[src/rtl/mini_alu_pkg.sv]
// Shared constants and state encoding for the Mini ALU comparator operand sequencer.
package mini_alu_pkg;
  localparam int CHUNK_W     = 2;
  localparam int NCHUNK      = 3;
  localparam int W           = CHUNK_W * NCHUNK;
  localparam int CNT_W       = 8;
  localparam int CHUNK_CNT_W = $clog2(NCHUNK);

  typedef enum logic [1:0] {
    LOAD_X = 2'd0,
    LOAD_Y = 2'd1,
    CMP    = 2'd2,
    HOLD   = 2'd3
  } seq_state_e;
endpackage

[src/rtl/cmp_operand_sequencer_if.sv]
// Chunk input, comparator link and result output of the operand sequencer.
// Handshakes: a transfer happens on a rising clk edge where valid && ready are both
// high; the producer holds its data stable until then, and ready may depend on state only.
interface cmp_operand_sequencer_if;
  import mini_alu_pkg::*;

  logic               in_valid;
  logic [CHUNK_W-1:0] in_data;
  logic               in_ready;
  logic [W-1:0]       x3;
  logic [W-1:0]       y3;
  logic               c3;
  logic               out_valid;
  logic               out_ge;
  logic               out_ready;
  logic [CNT_W-1:0]   cmp_count;

  // master: the sequencer itself; slave: chunk source, comparator and result consumer
  modport master (
    input  in_valid, in_data, c3, out_ready,
    output in_ready, x3, y3, out_valid, out_ge, cmp_count
  );
  modport slave (
    output in_valid, in_data, c3, out_ready,
    input  in_ready, x3, y3, out_valid, out_ge, cmp_count
  );
endinterface

[src/rtl/cmp_operand_sequencer_chunk_shift_reg.sv]
// W-bit right-shift register: each enabled cycle a new chunk enters at the MSB end.
module chunk_shift_reg
  import mini_alu_pkg::*;
(
  input  logic               clk,
  input  logic               reset,
  input  logic               en_i,
  input  logic [CHUNK_W-1:0] chunk_i,
  output logic [W-1:0]       q_o
);
  logic [W-1:0] q_q;
  logic [W-1:0] q_d;

  always_comb begin
    q_d = q_q;
    if (en_i) q_d = {chunk_i, q_q[W-1:CHUNK_W]};
  end

  always_ff @(posedge clk) begin
    if (reset) q_q <= '0;
    else       q_q <= q_d;
  end

  assign q_o = q_q;
endmodule

[src/rtl/cmp_operand_sequencer.sv]
// Collects X then Y serially in CHUNK_W-bit pieces, drives them to the external
// comparator, captures its result and holds it on a valid/ready output until consumed.
module cmp_operand_sequencer
  import mini_alu_pkg::*;
(
  input  logic                      clk,
  input  logic                      reset,
  cmp_operand_sequencer_if.master   bus,
  output seq_state_e                state_o
);
  seq_state_e             state_q, state_d;
  logic [CHUNK_CNT_W-1:0] cnt_q, cnt_d;
  logic                   out_valid_q, out_valid_d;
  logic                   out_ge_q, out_ge_d;
  logic [CNT_W-1:0]       cmp_count_q, cmp_count_d;
  logic                   accept;
  logic                   last_chunk;
  logic                   shift_x;
  logic                   shift_y;

  assign bus.in_ready = (state_q == LOAD_X) || (state_q == LOAD_Y);
  assign accept       = bus.in_valid && bus.in_ready;
  assign last_chunk   = (cnt_q == CHUNK_CNT_W'(NCHUNK - 1));
  assign shift_x      = accept && (state_q == LOAD_X);
  assign shift_y      = accept && (state_q == LOAD_Y);

  always_comb begin
    state_d     = state_q;
    cnt_d       = cnt_q;
    out_valid_d = out_valid_q;
    out_ge_d    = out_ge_q;
    cmp_count_d = cmp_count_q;
    case (state_q)
      LOAD_X, LOAD_Y: begin
        if (accept) begin
          if (last_chunk) begin
            cnt_d   = '0;
            state_d = (state_q == LOAD_X) ? LOAD_Y : CMP;
          end else begin
            cnt_d = cnt_q + CHUNK_CNT_W'(1);
          end
        end
      end
      // x3/y3 have been stable for a full cycle here, so c3 has settled
      CMP: begin
        out_ge_d    = bus.c3;
        out_valid_d = 1'b1;
        state_d     = HOLD;
      end
      HOLD: begin
        if (out_valid_q && bus.out_ready) begin
          out_valid_d = 1'b0;
          cmp_count_d = cmp_count_q + CNT_W'(1);
          state_d     = LOAD_X;
        end
      end
      default: state_d = LOAD_X;
    endcase
  end

  always_ff @(posedge clk) begin
    if (reset) begin
      state_q     <= LOAD_X;
      cnt_q       <= '0;
      out_valid_q <= 1'b0;
      out_ge_q    <= 1'b0;
      cmp_count_q <= '0;
    end else begin
      state_q     <= state_d;
      cnt_q       <= cnt_d;
      out_valid_q <= out_valid_d;
      out_ge_q    <= out_ge_d;
      cmp_count_q <= cmp_count_d;
    end
  end

  chunk_shift_reg u_x_reg (
    .clk     (clk),
    .reset   (reset),
    .en_i    (shift_x),
    .chunk_i (bus.in_data),
    .q_o     (bus.x3)
  );

  chunk_shift_reg u_y_reg (
    .clk     (clk),
    .reset   (reset),
    .en_i    (shift_y),
    .chunk_i (bus.in_data),
    .q_o     (bus.y3)
  );

  assign bus.out_valid = out_valid_q;
  assign bus.out_ge    = out_ge_q;
  assign bus.cmp_count = cmp_count_q;
  assign state_o       = state_q;
endmodule

[src/flat_wrapper.sv]
// flat-port wrapper written by rule: the top's interface ports become plain ports
module cmp_operand_sequencer_flat import mini_alu_pkg::*;
  (clk, reset, state_o, bus_in_valid, bus_in_data, bus_c3, bus_out_ready, bus_in_ready, bus_x3, bus_y3, bus_out_valid, bus_out_ge, bus_cmp_count);
  cmp_operand_sequencer_if bus_i ();
  input  logic clk;
  input  logic reset;
  output seq_state_e state_o;
  input wire logic [$bits(bus_i.in_valid)-1:0] bus_in_valid;
  input wire logic [$bits(bus_i.in_data)-1:0] bus_in_data;
  input wire logic [$bits(bus_i.c3)-1:0] bus_c3;
  input wire logic [$bits(bus_i.out_ready)-1:0] bus_out_ready;
  output wire logic [$bits(bus_i.in_ready)-1:0] bus_in_ready;
  output wire logic [$bits(bus_i.x3)-1:0] bus_x3;
  output wire logic [$bits(bus_i.y3)-1:0] bus_y3;
  output wire logic [$bits(bus_i.out_valid)-1:0] bus_out_valid;
  output wire logic [$bits(bus_i.out_ge)-1:0] bus_out_ge;
  output wire logic [$bits(bus_i.cmp_count)-1:0] bus_cmp_count;
  assign bus_i.in_valid = bus_in_valid;
  assign bus_i.in_data = bus_in_data;
  assign bus_i.c3 = bus_c3;
  assign bus_i.out_ready = bus_out_ready;
  assign bus_in_ready = bus_i.in_ready;
  assign bus_x3 = bus_i.x3;
  assign bus_y3 = bus_i.y3;
  assign bus_out_valid = bus_i.out_valid;
  assign bus_out_ge = bus_i.out_ge;
  assign bus_cmp_count = bus_i.cmp_count;
  cmp_operand_sequencer u_core (.clk(clk), .reset(reset), .bus(bus_i), .state_o(state_o));
endmodule
[config.mk]
export PLATFORM = sky130hd
export DESIGN_NAME = cmp_operand_sequencer_flat
export DESIGN_NICKNAME = d
export VERILOG_FILES = /design/src/rtl/mini_alu_pkg.sv /design/src/rtl/cmp_operand_sequencer_if.sv /design/src/rtl/cmp_operand_sequencer_chunk_shift_reg.sv /design/src/rtl/cmp_operand_sequencer.sv /design/src/flat_wrapper.sv
export SDC_FILE = /design/constraint.sdc
export NUM_CORES = 1
export LEC_CHECK = 0
export ABC_CLOCK_PERIOD_IN_PS = 1690
export CAP_MARGIN = 15
export CORE_ASPECT_RATIO = 1.4
export CORE_MARGIN = 2
export CORE_UTILIZATION = 45
export CTS_CLUSTER_DIAMETER = 40
export DETAILED_ROUTE_END_ITERATION = 16
export GPL_TIMING_DRIVEN = 0
export PLACE_DENSITY = 0.74
export SKIP_LAST_GASP = 1
export SYNTH_ARGS = -nofsm -noshare
export SYNTH_HDL_FRONTEND = slang
export SYNTH_HIERARCHICAL = 1
export SYNTH_SLANG_ARGS = --single-unit
[constraint.sdc]
create_clock -name clk -period 1.69 [get_ports clk]
set_input_delay 0.4225 -clock clk [delete_from_list [all_inputs] [get_ports clk]]
set_output_delay 0.4225 -clock clk [all_outputs]
set_load 0.02 [all_outputs]
==> results_dict.tcl, run 1 <==
set metrics [dict create \
    p_per_area_nw_per_um2 941 \
    synth_area_um2 1130 \
    ant_nets 0 \
    worstReg2RegStart "u_core/state_o[0]$_SDFFE_PP0P_" \
    setup_slack_ps -3.41 \
    violations "negative setup slack" \
    drt_iter0_drc 14 \
    grt_pass1_vias 900 \
    slew_viol_final 0 \
    startpoint "u_core/state_o[0]$_SDFFE_PP0P_" \
    cts_buffers 3 \
    antenna_cells 0 \
    synth_edf_count 0 \
    finalHoldViolations 0 \
    worst_ep_arrival_time_ps 1270 \
    grt_first_pass_wirelength_um 3700 \
    synth_nets 127 \
    timing.hold.ws_ps 482 \
    crit_type "flop to primary output" \
    htree_levels 1 \
    yosys-top-cells-count "dfxtp_1, nor2_1, mux2i_1, a21oi_1, nand2_1" \
    wl_um 2140 \
    ys_seq_elements 26 \
    slowest_stage "dfxtp_2" \
    chipWidth_um 46.4 \
    synth_top_family_by_area "simple AND/OR/NAND/NOR gates" \
    yosysSeqAreaShare 0.459 \
    grt-ovfl-total 0 \
    clock.fmax_ghz 0.591 \
    grt_max_degree 20 \
    clk_pin_slew_ps 130 \
    drive_above_1_share 0.152 \
    cap_viol_max_count 0 \
    die_area_um2 2950 \
    drc 0 \
    r2r_setup_slack_ps 90 \
    post-route-min-period_ps 1690 \
    yosys.area.top_type "dfxtp_1" \
    ys.flop_type "dfxtp_1" \
    synth_warnings 6 \
    routed_via_density 5.09 \
    final_nets 165 \
    grt_use_total 0.160 \
    crit_required_ps 1270 \
    vias 941 \
    clock-sinks 26 \
    io_buffers 31 \
    syn_to_final_growth_pct 35.0 \
    leakagePower_nw 0.691 \
    synthXorXnorAreaFrac 0.0154 \
    gp_congestion 0.695 \
    drt_pass1_iterations 4 \
    wl_per_cell_um 11.5 \
    slowest_delay_ps 380 \
    coreArea_um2 2390 \
    syn_avg_cell_area_um2 9.87 \
    cp-end-kind "primary output" \
    vdd_drop_max_mv 0.612 \
    die_y_um 63.4 \
    boundaryPins 32 \
    start_util 0.475 \
    path_max_fanout 4 \
    max_slew.worst_pin.slew_ps 623 \
    synth_area_leaders "dfxtp_1, mux2i_1, nor2_1, ha_1, a21oi_1" \
    num_rows 21 \
    synth_compound_area_frac 0.0794 \
    outcome "finished, violations left" \
    synthAdderAreaFrac 0.0551 \
    yosysUniqueCellTypes 26 \
    synth.area.mux_share 0.141 \
    cts_root_buf "clkbuf_4" \
    synth_top_area_frac 0.459 \
    fin_skew_ps 1.36 \
    crit_chain "inv_2, ha_4, or2_4, buf_6" \
    final_core_util 0.641 \
    yosys.area_share.simple 0.221 \
    clk_latency_ps 310 \
    ys_async_sr_fraction 0 \
    grt_antenna_before_repair 0 \
    synth.most_common_cell "dfxtp_1" \
    finalSetupViolCount 1 \
    slew_headroom 0.584 \
    cts_max_path_buffers 2 \
    rsz0062_at_grt "yes" \
    start_kind "flop" \
    holdCritPathClass "flop to flop" \
    hp-start "u_core/bus.cmp_count[7]$_SDFFE_PP0P_" \
    nFillCells 202 \
    place_hpwl_um 1610 \
    cts_tree "done" \
    fin_crit_sh 1.00 \
    syn-instance-count 115 \
]
[final timing paths]
kind / endpoint / depth (start not counted)
setup / recovery: bus_in_ready / 4
hold / removal: u_core/bus.cmp_count[7]$_SDFFE_PP0P_ / 2
setup reg to reg: u_core/bus.cmp_count[6]$_SDFFE_PP0P_ / 5
hold reg to reg: u_core/bus.cmp_count[7]$_SDFFE_PP0P_ / 2
[state kept, by name, indices dropped and copies added, names as in the netlist]
register              cells
u_core/state_o            2
u_core/bus.cmp_count      8
u_core/bus.out_ge         1
u_core/u_y_reg/q_o        6
u_core/u_x_reg/q_o        6
u_core/cnt_q              2
u_core/bus.out_valid      1
[critical path, delay by kind of cell (launching register included)]
kind,cells,cell delay (ps)
fa+ha+maj,1,160
flops,1,380
simple gates,1,250
buf+inv,2,180
[through the flow]
step	cell area, um2	cells	setup slack [ps]	TNS, ps	power [mW]
finish	1530	185	-3.41	-3.41	1.44
CTS	1500	185	-173	-173	1.40
floorplan	1140	115	8.50	0	1.01
global route	1530	185	-59.8	-59.8	1.53
global placement	1490	180	-243	-2930	1.15
detailed placement	1490	180	-294	-3540	1.16
[power breakdown]
part	total, mW	leakage, nW	switching (mW)	internal [mW]
Sequential	0.693	0.211	0.0345	0.659
Combinational	0.494	0.466	0.240	0.253
Clock	0.254	0.0138	0.171	0.0832
[per-layer routing]
metal  global-route usage  vias to the layer above  share of wire
met2                0.283                       18           0.54
met3               0.0258                        2          0.037
li1                     -                      474              -
met1                0.196                      447           0.42
met4               0.0321                        0         0.0056
met5                    0                        -              0
[area by class of cell]
cell class | instances | area (um2) | area share
Clock buffer | 3 | 22.5 | 0.0147
Tap cell | 34 | 42.5 | 0.0278
Timing Repair Buffer | 33 | 299 | 0.195
Sequential cell | 26 | 523 | 0.342
Inverter | 2 | 7.51 | 0.00490
Buffer | 3 | 26.3 | 0.0172
Multi-Input combinational cell | 84 | 611 | 0.399
[cell families after synthesis]
kind of cell	count (synthesis)
buffers and inverters	5
flip-flops	26
adder cells (fa/ha/maj)	5
AO/OA/AOI/OAI	16
AND/OR/NAND/NOR	45
multiplexers	16
XOR/XNOR	2
[what timing repair did]
item,CTS,global route
gates resized for setup,30,10
buffers inserted,2,0
hold buffers,0,0
pin swaps,0,1
endpoints found under the setup margin,27,12
[placed cells by master (no fill, tap or decap), drive strengths merged]
cell	instances
nand2b	3
nor2	17
or3b	1
and2b	2
dlymetal6s2s	1
nand3b	1
ha	5
o31ai	2
a21oi	8
clkdlybuf4s50	5
xor2	2
inv	2
or2	1
clkbuf	4
nand3	1
nand2	7
or4	2
mux2i	16
or3	4
and2	2
buf	5
a22oi	1
nand4	4
dfxtp	26
o21ai	4
o21bai	1
dlygate4sd2	24
(Power assumes the default switching activity.)
==> run 2, diff against run 1 <==
- CORE_ASPECT_RATIO: 1.4 -> not set
==> run 2 against run 1 <==
Effect of this change:
- the run still ends with negative setup slack left
- hold slack better by 8.4 ps
- clock power is 65% higher
- flip-flop and latch count did not move
- sequential power increased by 2%
- die area is 0.18% lower
- combinational power up 8.1%
- via count up 3.8%
- setup slack worse by 33 ps
==> results_dict.tcl, run 2 (same netlist as run 1, synthesis figures left out) <==
set metrics [dict create \
    stdcell_count 185 \
    rsz0062_at_grt "yes" \
    die_area_um2 2940 \
    crit_chain "clkdlybuf4s50_1, nand4_4, or4_1, a21oi_1" \
    violations "negative setup slack" \
    grt_first_pass_wirelength_um 3470 \
    worstReg2RegStart "u_core/state_o[0]$_SDFFE_PP0P_" \
    hp-start "u_core/cnt_q[0]$_SDFFE_PP0P_" \
    critPathTopFamily "simple AND/OR/NAND/NOR gates" \
    drive_above_1_share 0.174 \
    start_util 0.467 \
    max_slew.worst_pin.slew_ps 623 \
    post-route-min-period_ps 1730 \
    vias 977 \
    grt_pass1_vias 823 \
    slew_headroom 0.584 \
    fin_crit_sh 1.02 \
    slowest_delay_ps 630 \
    hold_depth 2 \
    cp_num_buf_inv 1 \
    setup_tns_ps -67.8 \
    leakagePower_nw 0.727 \
    r2r_setup_slack_ps -20 \
    wl_met2_um 1280 \
    holdCritPathClass "flop to flop" \
    cp-end-kind "flop" \
    grt_antenna_before_repair 0 \
    finalHoldViolations 0 \
    chipWidth_um 54.2 \
    outcome "finished, violations left" \
    coreArea_um2 2430 \
    dp.cells 176 \
    place_hpwl_um 1620 \
    io_buffers 31 \
    m1WireLength_um 1050 \
    path_max_fanout 6 \
    wl_um 2450 \
    wl_per_cell_um 13.2 \
    die_y_um 54.2 \
    grt_use_total 0.163 \
    crit_required_ps 1930 \
    drc 0 \
    crit_type "primary input to flop" \
    slowest_stage "clkdlybuf4s50_1" \
    boundaryPins 32 \
    vdd_drop_max_mv 0.773 \
    cts_buffers 3 \
    cts_max_path_buffers 2 \
    top_layer "met4" \
    gp_congestion 0.715 \
    ant_nets 0 \
    grt-ovfl-total 0 \
    final_nets 168 \
    mostFrequentLayoutCells "dlygate4sd2_1, dfxtp_1, nor2_1" \
    p_per_area_nw_per_um2 1040 \
    cap_viol_max_count 0 \
    worst_ep_arrival_time_ps 1970 \
    grt_max_degree 20 \
    num_rows 18 \
    timing.hold.ws_ps 491 \
    syn_to_final_growth_pct 41.3 \
    drt_pass1_iterations 4 \
    cts_root_buf "clkbuf_4" \
    wl_met3_um 83 \
    clock-sinks 26 \
    drt_iter0_drc 13 \
    clk_pin_slew_ps 140 \
    antenna_cells 0 \
    rr_worst_depth 5 \
    setup_slack_ps -36.8 \
    start_kind "primary input" \
    fin_skew_ps 0.783 \
    htree_levels 1 \
    holdPathEnd "u_core/cnt_q[0]$_SDFFE_PP0P_" \
    finalSetupViolCount 2 \
    r2r_end "u_core/bus.cmp_count[7]$_SDFFE_PP0P_" \
    slew_viol_final 0 \
    routed_via_density 5.28 \
    clock.fmax_ghz 0.579 \
    largest_reg_flops 8 \
    cts_tree "done" \
    clk_latency_ps 310 \
]
-- run 2: cell types whose count changed in the layout (fill, tap and decap cells not counted), moves of 2 or more --
cell / previous run / this run
buf_4: 2 / 4
inv_4: 0 / 2
inv_2: 2 / 0
dfxtp_4: 0 / 2
dfxtp_2: 2 / 0
-- run 2: per-layer routing --
layer  up-vias  GRT usage
met4         0     0.0750
li1        486          -
met5         -          0
met1       470      0.189
met2        19      0.291
met3         2     0.0273
-- run 2: worst max-delay path by stage --
stage | endpoint | start | depth (start not counted) | slack [ps]
after floorplan | u_core/bus.cmp_count[6]$_SDFFE_PP0P_ | u_core/state_o[1]$_SDFFE_PP0P_ | 4 | 9
after global placement | u_core/bus.out_ge$_SDFFE_PP0P_ | reset | 3 | -270
after detailed placement | u_core/cnt_q[1]$_SDFFE_PP0P_ | reset | 3 | -300
after CTS | bus_in_ready | u_core/state_o[0]$_SDFFE_PP0P_ | 4 | -190
after global routing | bus_in_ready | u_core/state_o[1]$_SDFFE_PP0P_ | 4 | -90
final | u_core/bus.cmp_count[7]$_SDFFE_PP0P_ | bus_out_ready | 4 | -40
-- run 2: final cells by class --
| type | count | area [um2] |
|---|---|---|
| Buffer | 3 | 26.3 |
| Clock buffer | 3 | 22.5 |
| Clock inverter | 1 | 30.0 |
| Fill cell | 222 | 828 |
| Inverter | 2 | 12.5 |
| Multi-Input combinational cell | 85 | 633 |
| Sequential cell | 26 | 528 |
| Tap cell | 30 | 37.5 |
| Timing Repair Buffer | 35 | 314 |
-- run 2: metrics by stage --
step	cell area, um2	power, mW	setup slack, ps	util
finish	1600	1.66	-36.8	0.659
CTS	1520	1.57	-190	0.623
global route	1600	1.77	-86.4	0.659
global placement	1480	1.15	-267	0.610
floorplan	1140	1.01	8.50	-
detailed placement	1480	1.17	-298	0.610
-- run 2: tightest hold or removal path: stages (launching register included) --
cell and delay, ps:
dfxtp_1 350, nand2_1 60, a21oi_1 50
-- run 2: repair_timing --
action                                  4_1_cts  5_1_grt
endpoints found under the setup margin       28       12
gates resized for setup                      31       14
pin swaps                                     0        3
gates cloned                                  0        1
setup buffers                                 1        3
hold buffers                                  0        0
-- run 2: where the power goes --
| group | internal [mW] | leakage (nW) | switching [mW] |
|---|---|---|---|
| Sequential | 0.663 | 0.212 | 0.0477 |
| Combinational | 0.283 | 0.487 | 0.251 |
| Clock | 0.240 | 0.0279 | 0.180 |
==> run 3, diff against run 2 <==
- ABC_CLOCK_PERIOD_IN_PS: 1690 -> 1790
- clock period: 1.69 -> 1.79 ns (I/O delays scaled with it)
==> run 3 against run 2 <==
Effect of this change:
- the run now ends clean
- sequential power fell by 7.9%
- register-to-register slack improved by 160 ps
- core utilization fell by 0.46 points
- clock power fell by 5%
- power fell by 8.1%
- critical path type is now flop to primary output
- critical endpoint is now bus_out_ge
==> results_dict.tcl, run 3 (same netlist as run 1, synthesis figures left out) <==
set metrics [dict create \
    slew_headroom 0.571 \
    crit_required_ps 1340 \
    syn_to_final_growth_pct 40.4 \
    post-route-min-period_ps 1740 \
    r2r_end "u_core/bus.cmp_count[7]$_SDFFE_PP0P_" \
    clk_pin_slew_ps 140 \
    grt_max_degree 20 \
    cp-end-kind "primary output" \
    wl_um 2250 \
    crit_type "flop to primary output" \
    start_util 0.467 \
    setup_slack_ps 55.0 \
    boundaryPins 32 \
    finalSetupViolCount 0 \
    crit_chain "clkdlybuf4s50_1" \
    final_nets 165 \
    place_hpwl_um 1620 \
    rr_worst_depth 5 \
    slowest_stage "clkdlybuf4s50_1" \
    cts_max_path_buffers 2 \
    drt_pass1_iterations 4 \
    wl_per_cell_um 12.3 \
    critPathTopFamily "buffers and inverters" \
    setup_tns_ps 0 \
    chipWidth_um 54.2 \
    drt_iter0_drc 8 \
    grt_first_pass_wirelength_um 3620 \
    num_rows 18 \
    holdPathEnd "u_core/cnt_q[0]$_SDFFE_PP0P_" \
    max_slew.worst_pin.slew_ps 641 \
    io_buffers 31 \
    vias 940 \
    start_kind "flop" \
    cap_viol_max_count 0 \
    final_core_util 0.655 \
    slew_viol_final 0 \
    nFillCells 206 \
    rsz0062_at_grt "no" \
    worst_ep_arrival_time_ps 1290 \
    largest_reg_flops 8 \
    drc 0 \
    die_area_um2 2940 \
    finalHoldViolations 0 \
    outcome "completed" \
    clock.fmax_ghz 0.576 \
    die_y_um 54.2 \
    grt-ovfl-total 0 \
    grt_pass1_vias 848 \
    slowest_delay_ps 610 \
    coreArea_um2 2430 \
    vdd_drop_max_mv 0.693 \
    pre_cts_ws_ps -221 \
    hp-start "u_core/cnt_q[0]$_SDFFE_PP0P_" \
    power.total_mw 1.53 \
    holdCritPathClass "flop to flop" \
    grt_antenna_before_repair 0 \
    cts_root_buf "clkbuf_4" \
    seq_area_um2 523 \
    worstReg2RegStart "u_core/state_o[0]$_SDFFE_PP0P_" \
    timing.hold.ws_ps 498 \
    cp_num_buf_inv 1 \
    p_per_area_nw_per_um2 960 \
    grt_use_total 0.166 \
    cts_tree "done" \
    layout_commonest_cell "dfxtp_1" \
    path_max_fanout 2 \
    gp_congestion 0.675 \
    routed_via_density 5.16 \
    clk_latency_ps 310 \
    cts_buffers 3 \
    hold_depth 2 \
    ant_nets 0 \
    fin_crit_sh 0.969 \
    htree_levels 1 \
    drive_above_1_share 0.158 \
    fin_skew_ps 1.95 \
    antenna_cells 0 \
    mostFrequentLayoutCells "dfxtp_1, nor2_1, mux2i_1" \
    r2r_setup_slack_ps 140 \
    leakagePower_nw 0.842 \
    multi_input_area_um2 601 \
    clock-sinks 26 \
]
-- run 3: cell count changes in the layout (fill, tap and decap cells not counted), sizes merged --
cell | previous run | this run
nand4 | 5 | 4
clkdlybuf4s50 | 5 | 9
buf | 7 | 5
dlygate4sd2 | 24 | 9
dlymetal6s2s | 1 | 12
-- run 3: metrics by stage --
stage          cell area, um2  cells
2_1_floorplan            1130    115
3_3_place_gp             1480    176
3_5_place_dp             1480    176
4_1_cts                  1540    182
5_1_grt                  1590    182
6_report                 1590    182
-- run 3: power by group --
part | switching (mW) | internal (mW)
clock network | 0.174 | 0.226
logic | 0.226 | 0.249
registers | 0.0318 | 0.622
total | 0.432 | 1.10
-- run 3: worst min-delay path, stage by stage, from the launching register on --
cell and delay, ps:
dfxtp_1 350, nand2_1 60, a21oi_1 50
-- run 3: layout make-up --
class                           count  share of cell area
Sequential cell                    26               0.328
Multi-Input combinational cell     84               0.377
Buffer                              3              0.0165
Timing Repair Buffer               33               0.217
Clock inverter                      1              0.0189
Tap cell                           30              0.0236
Inverter                            2             0.00471
Clock buffer                        3              0.0141
-- run 3: how the worst max path moves through the flow --
stage | from | endpoint | slack, ps | cells past startpoint
2_1_floorplan | u_core/state_o[0]$_SDFFE_PP0P_ | u_core/state_o[0]$_SDFFE_PP0P_ | 100 | 5
3_3_place_gp | u_core/state_o[0]$_SDFFE_PP0P_ | bus_in_ready | -210 | 4
3_5_place_dp | u_core/state_o[0]$_SDFFE_PP0P_ | bus_in_ready | -220 | 4
4_1_cts | u_core/state_o[0]$_SDFFE_PP0P_ | bus_in_ready | -80 | 4
5_1_grt | u_core/u_x_reg/q_o[0]$_SDFFE_PP0P_ | bus_x3[0] | 0.9 | 1
6_report | u_core/bus.out_ge$_SDFFE_PP0P_ | bus_out_ge | 50 | 1
-- run 3: per-layer routing --
layer | up-vias | GRT usage | share of wire
li1 | 476 | - | -
met1 | 448 | 0.196 | 0.44
met2 | 14 | 0.295 | 0.52
met3 | 2 | 0.0164 | 0.027
met4 | 0 | 0.0875 | 0.012
met5 | - | 0 | 0
-- run 3: repair_timing --
item / 4_1_cts / 5_1_grt
setup endpoints to repair: 10 / 16
hold buffers: 0 / 0
gates resized for setup: 17 / 19
pin swaps: 0 / 2
buffers inserted: 2 / 0
cloned: 0 / 0
